`src/rtl/key_press_classifier.sv`:
```
// key_press_classifier: turns a debounced active-low button level into
// short / long / repeat / double-click one-cycle event pulses.
module key_press_classifier #(
  parameter int unsigned LONG_CYC = 100_000_000,
  parameter int unsigned DBL_CYC  = 30_000_000,
  parameter int unsigned RPT_CYC  = 20_000_000,
  parameter int unsigned CNT_W    = 27
) (
  input  logic clk,
  input  logic rst,
  input  logic btn_n,
  output logic short_pulse,
  output logic long_pulse,
  output logic repeat_pulse,
  output logic double_pulse,
  output logic busy
);

  typedef enum logic [2:0] {
    IDLE      = 3'd0,
    PRESS1    = 3'd1,
    LONG_HOLD = 3'd2,
    WAIT2     = 3'd3,
    WAIT_REL  = 3'd4
  } state_t;

  localparam logic [CNT_W-1:0] LONG_T = CNT_W'(LONG_CYC - 1);
  localparam logic [CNT_W-1:0] DBL_T  = CNT_W'(DBL_CYC - 1);
  localparam logic [CNT_W-1:0] RPT_T  = CNT_W'(RPT_CYC - 1);

  state_t           state_q, state_d;
  logic [CNT_W-1:0] cnt_q, cnt_d;
  logic             btn_prev_q, btn_prev_d;
  logic             armed_q, armed_d;
  logic             short_q, short_d;
  logic             long_q, long_d;
  logic             rpt_q, rpt_d;
  logic             dbl_q, dbl_d;
  logic             busy_q, busy_d;
  logic             press_edge;

  // A level held low through reset is not a press: edges only count
  // once the button has been seen released after reset.
  assign press_edge = btn_prev_q & ~btn_n & armed_q;

  // Next-state, counter and pulse decode; each pulse is a registered
  // result of the edge that decides it.
  always_comb begin
    state_d    = state_q;
    cnt_d      = cnt_q + CNT_W'(1);
    btn_prev_d = btn_n;
    armed_d    = armed_q | btn_n;
    short_d    = 1'b0;
    long_d     = 1'b0;
    rpt_d      = 1'b0;
    dbl_d      = 1'b0;
    case (state_q)
      IDLE: begin
        cnt_d = '0;
        if (press_edge) state_d = PRESS1;
      end
      PRESS1: begin
        if (cnt_q == LONG_T) begin
          long_d  = 1'b1;
          state_d = LONG_HOLD;
          cnt_d   = '0;
        end else if (btn_n) begin
          state_d = WAIT2;
          cnt_d   = '0;
        end
      end
      LONG_HOLD: begin
        if (btn_n) begin
          state_d = IDLE;
          cnt_d   = '0;
        end else if (cnt_q == RPT_T) begin
          rpt_d = 1'b1;
          cnt_d = '0;
        end
      end
      WAIT2: begin
        if (press_edge) begin
          dbl_d   = 1'b1;
          state_d = WAIT_REL;
          cnt_d   = '0;
        end else if (cnt_q == DBL_T) begin
          short_d = 1'b1;
          state_d = IDLE;
          cnt_d   = '0;
        end
      end
      WAIT_REL: begin
        cnt_d = '0;
        if (btn_n) state_d = IDLE;
      end
      default: begin
        state_d = IDLE;
        cnt_d   = '0;
      end
    endcase
    busy_d = (state_d != IDLE);
  end

  // State, counter, edge history and registered outputs.
  always_ff @(posedge clk or posedge rst) begin
    if (rst) begin
      state_q    <= IDLE;
      cnt_q      <= '0;
      btn_prev_q <= 1'b1;
      armed_q    <= 1'b0;
      short_q    <= 1'b0;
      long_q     <= 1'b0;
      rpt_q      <= 1'b0;
      dbl_q      <= 1'b0;
      busy_q     <= 1'b0;
    end else begin
      state_q    <= state_d;
      cnt_q      <= cnt_d;
      btn_prev_q <= btn_prev_d;
      armed_q    <= armed_d;
      short_q    <= short_d;
      long_q     <= long_d;
      rpt_q      <= rpt_d;
      dbl_q      <= dbl_d;
      busy_q     <= busy_d;
    end
  end

  assign short_pulse  = short_q;
  assign long_pulse   = long_q;
  assign repeat_pulse = rpt_q;
  assign double_pulse = dbl_q;
  assign busy         = busy_q;

endmodule

```
`config.mk`:
```
export PLATFORM = sky130hd
export DESIGN_NAME = key_press_classifier
export DESIGN_NICKNAME = d
export VERILOG_FILES = /design/src/rtl/key_press_classifier.sv
export SDC_FILE = /design/constraint.sdc
export NUM_CORES = 1
export LEC_CHECK = 0
export CAP_MARGIN = 25
export CORE_AREA = 2 2 52 74
export DETAILED_ROUTE_END_ITERATION = 16
export DIE_AREA = 0 0 54 76
export GPL_ROUTABILITY_DRIVEN = 0
export PLACE_DENSITY = 0.81
export SKIP_CTS_REPAIR_TIMING = 1
export SYNTH_ARGS = -nofsm -noshare
export SYNTH_HDL_FRONTEND = slang
export SYNTH_SLANG_ARGS = --single-unit
```
`constraint.sdc`:
```
create_clock -name clk -period 3 [get_ports clk]
set_input_delay 0.75 -clock clk [delete_from_list [all_inputs] [get_ports clk]]
set_output_delay 0.75 -clock clk [all_outputs]
set_load 0.01 [all_outputs]
```
### Yosys cells after proc, flatten, opt, wreduce, memory -nomap -nowiden

Cells that the tools add are included.

| storage, ports and cells | value |
|---|---|
| register bits | 37 |
| logic and storage cells | 48 |

| operators by class | value |
|---|---|
| reductions and logical operators | 3 |
| $add $sub $neg | 1 |
| bitwise logic cells | 4 |
| muxes and demuxes | 24 |
| equal/unequal tests | 7 |

Operators by type and width:

| cell | count |
|---|---|
| 27-bit two-way mux | 6 |
| 27-bit one-hot mux with 3 select lines | 1 |
| 27-bit by 25-bit equality test with 1-bit output (second input constant) | 2 |
| 27-bit by 1-bit adder with 27-bit output (second input constant) | 1 |
| 27-bit equality test (second input constant) | 1 |
| 3-bit two-way mux | 6 |
| 3-bit one-hot mux with 4 select lines | 1 |
| 1-bit two-way mux | 10 |
| 3-bit by 2-bit equality test with 1-bit output (second input constant) | 2 |
| 3-bit by 1-bit equality test with 1-bit output (second input constant) | 1 |
| 3-bit equality test (second input constant) | 1 |
| 3-bit zero test | 1 |
| 3-bit nonzero test | 1 |
| 1-bit AND | 2 |
| 2-bit OR reduction | 1 |
| 1-bit inverter | 1 |
| 1-bit bitwise OR | 1 |

### Logic depth before layout (Yosys ltp)

Gate-level depths: netlist (run 1).

| depth | value |
|---|---|
| depth after elaboration | 6 |
| gate-level depth with buffers | 7 |
| mapped depth without buffers | 6 |

### Least setup slack after synthesis (run 1)

OpenSTA, ideal clock, no wires.

| timing | value |
|---|---|
| path kind | register to register |
| start | register cnt_q[0] |
| end | register cnt_q[4] |
| data required time | 2,880 ps |
| cell stages (with the launch flop) | 8 |
| setup time | 120 ps |
| setup slack | 807 ps |
| arrival | 2,073 ps |
| path buffers | 1 |
| cells stage by stage | dfrtp_1 > ha_1 > nand3_1 > nor4_4 > nand4b_1 > a221oi_4 > buf_6 > nor2_1 |

| between the ends | value |
|---|---|
| longest elaborated chain between the ends | 4 |

Ends and longest elaborated chain:

| item | RTL line | text |
|---|---|---|
| start, declared | 32 | `logic [CNT_W-1:0] cnt_q, cnt_d;` |
| start signal, assigned | 118 | `cnt_q <= cnt_d;` |
| 27-bit by 1-bit adder with 27-bit output, or another cell as far along | 50 | `cnt_d = cnt_q + CNT_W'(1);` |
| 27-bit two-way mux, on equally long branches | 86, 67, 76 |  |
| 27-bit two-way mux, on equally long branches | 82, 63, 73 |  |
| 27-bit one-hot mux with 3 select lines (*) | 57 | `case (state_q)` |
| named net cnt_d[4] | 32 |  |

Mark *: on every way through the listed nets, which the timed path passes. The rest lies on a longest branch.

### Worst setup path after layout (run 1)

| timing | value |
|---|---|
| start | register cnt_q[0] |
| end | register cnt_q[11] |

Same word-level chain as after synthesis.

==> results of run 1 <==
worst paths after layout:
path / slack [ns] / to / start / cells past startpoint
setup / recovery: 0.64 / cnt_q[11] / cnt_q[0] / 7
hold / removal: 0.48 / armed_q / armed_q / 1
setup reg to reg: 0.64 / cnt_q[11] / cnt_q[0] / 7
hold reg to reg: 0.48 / armed_q / armed_q / 1
max in group asynchronous: 1.79 / btn_prev_q / rst / 3
min in group asynchronous: 0.85 / cnt_q[7] / rst / 3
power by group:
group	total, mW	internal, mW	switching (mW)
logic	0.226	0.0846	0.141
registers	0.568	0.535	0.0336
clock network	0.329	0.160	0.170
kinds of logic after synthesis:
family          share of synthesized area (%)
xor+xnor                                 12.0
fa+ha+maj                               0.685
compound gates                           3.84
simple gates                             30.4
buf+inv                                  2.26
flops                                    50.8
state kept, by name (all words and copies together) (netlist names):
name	cells
cnt_q	27
state_q	3
armed_q	1
btn_prev_q	1
busy	1
double_pulse	1
long_pulse	1
repeat_pulse	1
short_pulse	1
routing by layer:
layer / part of all wire [%] / global-route usage [%]
met3: 5.5 / 6.47
met2: 55 / 34.5
met5: 0 / 0
met1: 37 / 21.5
met4: 2.8 / 10.5
area by class of cell:
type / count / area [um2]
clock buffer: 5 / 68.8
tap: 42 / 52.6
inverter: 4 / 15.0
sequential: 37 / 927
fill: 300 / 1470
clock inverter: 3 / 17.5
multi-input combinational: 131 / 857
timing repair buffer: 12 / 108
critical path, stage by stage (launching register included):
cell and delay (ns):
dfrtp_1 0.39, ha_1 0.22, nand3_1 0.18, nor4_4 0.41, nand4b_1 0.27, a221oi_4 0.35
buf_4 0.32, nor2_1 0.09
per-stage QoR:
step	utilization (%)	area (um2)
floorplan	-	1830
global placement	55.8	1960
detailed placement	55.8	1960
CTS	58.2	2050
global route	58.2	2050
finish	58.2	2050
Yosys cell counts, drive strengths merged, types with 2 or more instances:
| cell | number |
|---|---|
| dfrtp | 36 |
| nor2 | 34 |
| xor2 | 16 |
| nand2 | 10 |
| nand3 | 10 |
| nand4 | 10 |
| xnor2 | 9 |
| nor3 | 7 |
| nor4 | 7 |
| inv | 4 |
| and3 | 3 |
| a21oi | 2 |
| buf | 2 |
| nand2b | 2 |
| nand3b | 2 |
| nand4b | 2 |
| or2 | 2 |
| or3 | 2 |
| or4b | 2 |
==> results.toml, run 1 <==
[die]
core_mm2 = 0.00351
start_util_pct = 52.0
die_area_mm2 = 0.00410
die_w_um = 54
fp.dieH_um = 76
ios = 8
std_cell_rows = 26

[synth]
yosys.area.top_type = "dfrtp_1"
ys_seq_area_share_pct = 50.8
yosysTopAreaCellShare_pct = 49.3
netlist-cell-type-count = 37
syn_area_per_cell_um2 = 10.4
syn_area_mm2 = 0.00183
postSynthCellCount = 175
async_reset_ff_share_pct = 100
syn_nets = 179
synth_edf_count = 0
yosys_warnings = 0
synth_seq_cells = 37
synth_ff_type = "dfrtp_1"
yosys-top-cells-area = "dfrtp_1 (49%), xor2_1 (7.7%), nor2_1 (7.0%)"

[detailed_routing]
ant_nets = 0
avgRoutedWirePerCell_um = 15.4
vias = 1391
first_pass_iters = 5
drt_iter0_drc = 44
route.detailed.drc = 0
drt-total-wl_um = 3600
avgViaCountPerCell = 5.94

[timing]
finalCritPeriodShare_pct = 78.7
whs_ns = 0.480
max_freq_mhz = 423
finalHoldViolations = 0
clock_skew_ns = 0.00630
min_period_ns = 2.36
setup_tns_ns = 0
slew_violations = 0
tightestPinTransition_ns = 0.606
setup_viol = 0
rsz0062_at_grt = "no"
max_slew_margin_pct = 58.6
worst_slack_ns = 0.638

[place]
place_hpwl_um = 2580
io_buffers = 7
dpl.cell_count = 226
place_ws_ns = 0.478

[global_route]
grt_max_degree = 38
grt_pass1_wl_um = 6020
grt_use_total_pct = 20.4
gr-total-overflow = 0
grt_antenna_before_repair = 0
grt_pass1_vias = 1328

[power]
power.density_mw_per_mm2 = 549
total_power_mw = 1.12
power.leakage_nw = 0.840
vdd_drop_max_uv = 340

[clock_network]
cts.clk_slew.worst_paths_ns = 0.07
clockBufferDepth = 2
cts_root_buf = "clkbuf_8"
cts.sinks = 37
cts_tree = "yes"
cts_buffers = 5
htree_num_levels = 2
insertion_delay_ns = 0.29

[worst_setup_path]
critPathRequiredTime_ns = 3.17
worstPathArrival_ns = 2.53
cp-end-kind = "flop"
crit_fanout = 27
start_kind = "flop"
path_class = "reg -> reg"

[layout]
diodes = 0
layout.nets = 195
final_cell_mix = "dfrtp_1 (36), nor2_1 (34), xor2_1 (16)"
final_common_cell = "dfrtp_1"
fin_cells = 234
area_growth_pct = 12.1
drive_above_1_share_pct = 13.0

[hold_path]
hold_path_class = "reg -> reg"

[run]
timing.max_cap.violations = 0

[status]
status = "finished clean"
(Power assumes the default switching activity.)
==> run 2, diff against run 1 <==
--- a/config.mk
+++ b/config.mk
@@ -6,11 +6,11 @@
 export NUM_CORES = 1
 export LEC_CHECK = 0
 export CAP_MARGIN = 25
-export CORE_AREA = 2 2 52 74
+export CORE_AREA = 2 2 53 75
 export DETAILED_ROUTE_END_ITERATION = 16
-export DIE_AREA = 0 0 54 76
+export DIE_AREA = 0 0 55 77
 export GPL_ROUTABILITY_DRIVEN = 0
-export PLACE_DENSITY = 0.81
+export PLACE_DENSITY = 0.82
 export SKIP_CTS_REPAIR_TIMING = 1
 export SYNTH_ARGS = -nofsm -noshare
 export SYNTH_HDL_FRONTEND = slang
==> constraint.sdc (replaced) <==
create_clock -name clk -period 1.9 [get_ports clk]
set_input_delay 0.475 -clock clk [delete_from_list [all_inputs] [get_ports clk]]
set_output_delay 0.475 -clock clk [all_outputs]
set_load 0.01 [all_outputs]
==> run 2 against run 1 <==
  * Non-clock buffer count up 38
  * The flow now finishes with violations (negative setup slack)
  * Worst setup slack worse by 0.86 ns
  * First-iteration DRC count up 30%
  * Sequential share of layout area down 7.4 points
  * Combinational power rose to 3.2 times the previous value
  * Global-route usage up 1.2 points
  * Clock power up 67%
  * Flip-flop and latch count unchanged
  * Final area up 20%
  * Clock skew down 0.0028 ns
==> results.toml, run 2 (same netlist as run 1, synthesis figures left out) <==
[status]
status = "finished, violations left"
violations = "negative setup slack"

[worst_setup_path]
worstPathArrival_ns = 2.30
path_class = "reg -> reg"
crit_fanout = 13
path_cells = "or3_4, nor4_4, nand4b_1, a221oi_4, buf_4, clkbuf_16, nor2_1"
cp_slowest_stage_delay_ns = 0.40
start_kind = "flop"
slowest_stage = "or3_4"
cp-end-kind = "flop"
critPathRequiredTime_ns = 2.08

[layout]
layout.nets = 233
fin_cells = 271
reg_top3 = "cnt_q: 27 flops, state_q: 3 flops"
top_register = "cnt_q"
finish.utilization_pct = 68.3
final_cell_mix = "buf_4 (40), dfrtp_1 (36), nor2_1 (27)"
drive_above_1_share_pct = 31.9
largest_reg_flops = 27
final_area_mm2 = 0.00244
diodes = 0
final_common_cell = "buf_4"
area_growth_pct = 33.9

[global_route]
grt_pass1_wl_um = 6630
gr-total-overflow = 0
grt_pass1_vias = 1524
grt_antenna_before_repair = 0
grt_use_total_pct = 21.6
grt_max_degree = 28

[die]
die_w_um = 55
start_util_pct = 51.0
core_mm2 = 0.00358
ios = 8
die_area_mm2 = 0.00424
std_cell_rows = 26
fp.dieH_um = 77

[clock_network]
insertion_delay_ns = 0.29
cts_root_buf = "clkbuf_8"
cts_tree = "yes"
cts_buffers = 5
clockBufferDepth = 2
cts.sinks = 37
htree_num_levels = 2
cts.clk_slew.worst_paths_ns = 0.07

[timing]
setup_viol = 29
clock_skew_ns = 0.00355
worst_slack_ns = -0.222
rsz0062_at_grt = "yes"
max_slew_margin_pct = 55.7
finalCritPeriodShare_pct = 112
min_period_ns = 2.12
max_freq_mhz = 471
tightestPinTransition_ns = 0.659
slew_violations = 0
finalHoldViolations = 0
setup_tns_ns = -5.83
whs_ns = 0.472

[power]
total_power_mw = 2.17
vdd_drop_max_uv = 652
power.density_mw_per_mm2 = 886
power.leakage_nw = 1.06

[detailed_routing]
avgRoutedWirePerCell_um = 16.6
ant_nets = 0
vias = 1541
avgViaCountPerCell = 5.69
first_pass_iters = 4
drt-total-wl_um = 4510
route.detailed.drc = 0
drt_iter0_drc = 57

[hold_path]
hold_path_class = "reg -> reg"

[place]
dpl.cell_count = 257
place_hpwl_um = 2840
place_ws_ns = -0.170
post_dp_cell_area_mm2 = 0.00222
io_buffers = 7

[run]
timing.max_cap.violations = 0
-- run 2: layout make-up --
type	count	area [um2]
Multi-Input combinational cell	131	923
Fill cell	277	1130
Clock buffer	7	86.3
Inverter	4	15.0
Timing Repair Buffer	50	440
Sequential cell	37	927
Tap cell	42	52.6
-- run 2: critical path, delay by kind of cell (launching register included) --
kind	cells	cell delay [ns]
and+or+nand+nor	4	0.96
AOI/OAI and AO/OA	1	0.35
buffers and inverters	2	0.32
DFF	1	0.39
-- run 2: report_power, final --
group | switching [mW] | internal [mW] | total [mW]
Combinational | 0.343 | 0.384 | 0.728
Clock | 0.261 | 0.287 | 0.549
Sequential | 0.0469 | 0.844 | 0.891
Total | 0.651 | 1.52 | 2.17
-- run 2: path summary, 6_finish.rpt --
kind / startpoint / end / slack, ns / cells after the start
max: cnt_q[8] / cnt_q[4] / -0.22 / 7
min reg2reg: armed_q / armed_q / 0.47 / 1
min in group asynchronous: rst / cnt_q[5] / 0.52 / 3
min: armed_q / armed_q / 0.47 / 1
max in group asynchronous: rst / btn_prev_q / 1.11 / 3
max reg2reg: cnt_q[8] / cnt_q[4] / -0.22 / 7
-- run 2: metal layers --
metal	up-vias	track usage, %	wire [um]
met5	-	0	0
met4	0	12.0	195
met3	15	5.64	181
met2	50	36.1	2400
met1	758	23.5	1730
li1	718	-	-
==> variant (settings of run 1) <==
The parameter `CNT_W` goes from 27 to 54.
--- a/src/rtl/key_press_classifier.sv
+++ b/src/rtl/key_press_classifier.sv
@@ -5,5 +5,5 @@
   parameter int unsigned DBL_CYC  = 30_000_000,
   parameter int unsigned RPT_CYC  = 20_000_000,
-  parameter int unsigned CNT_W    = 27
+  parameter int unsigned CNT_W    = 54
 ) (
   input  logic clk,
Behaviour: same outputs for any inputs over 10 cycles, from zero or initial values and one cycle with rst high; that may be too few to reach the edited logic, so the function may still have changed.
==> variant against run 1 <==
Synthesized area grew 85%; the run now fails in global placement without I/O; synthesized cell count grew 110%.
==> variant: results (changes against run 1) <==
Failed at = global placement without I/O
Synth Register Bits = 64 (+73%)
average size of a mapped cell = 9.32 sq um (-11%)
synth warn = 0 (unchanged)
fraction of registers with async set/reset = 100% (unchanged)
cell taking the most area after synthesis = dfrtp_1
area of the mapped netlist = 3380 sq um (+85%)
largest cells by area after synthesis = dfrtp_1 (47%), nor2_1 (8.7%), xor2_1 (6.7%)
sequential share of the synthesized area = 47.4% (-3.4 points)
Cell variety after synth = 44 (+19%)
Post-synth top cells = nor2_1 (78), dfrtp_1 (63), nand3_1 (27), xor2_1 (26), nand2_1 (25)
outcome = did not finish
tool error = [ERROR GPL-0301] Utilization 106.267 % exceeds 100%.
syn_nets = 367 (+110%)
==> variant: cell families after synthesis <==
family | Yosys count | synth area share [%]
compound gates | 15 | 3.18
buf+inv | 14 | 2.44
simple gates | 219 | 33.7
flops | 64 | 47.4
fa+ha+maj | 1 | 0.370
xor+xnor | 50 | 12.9
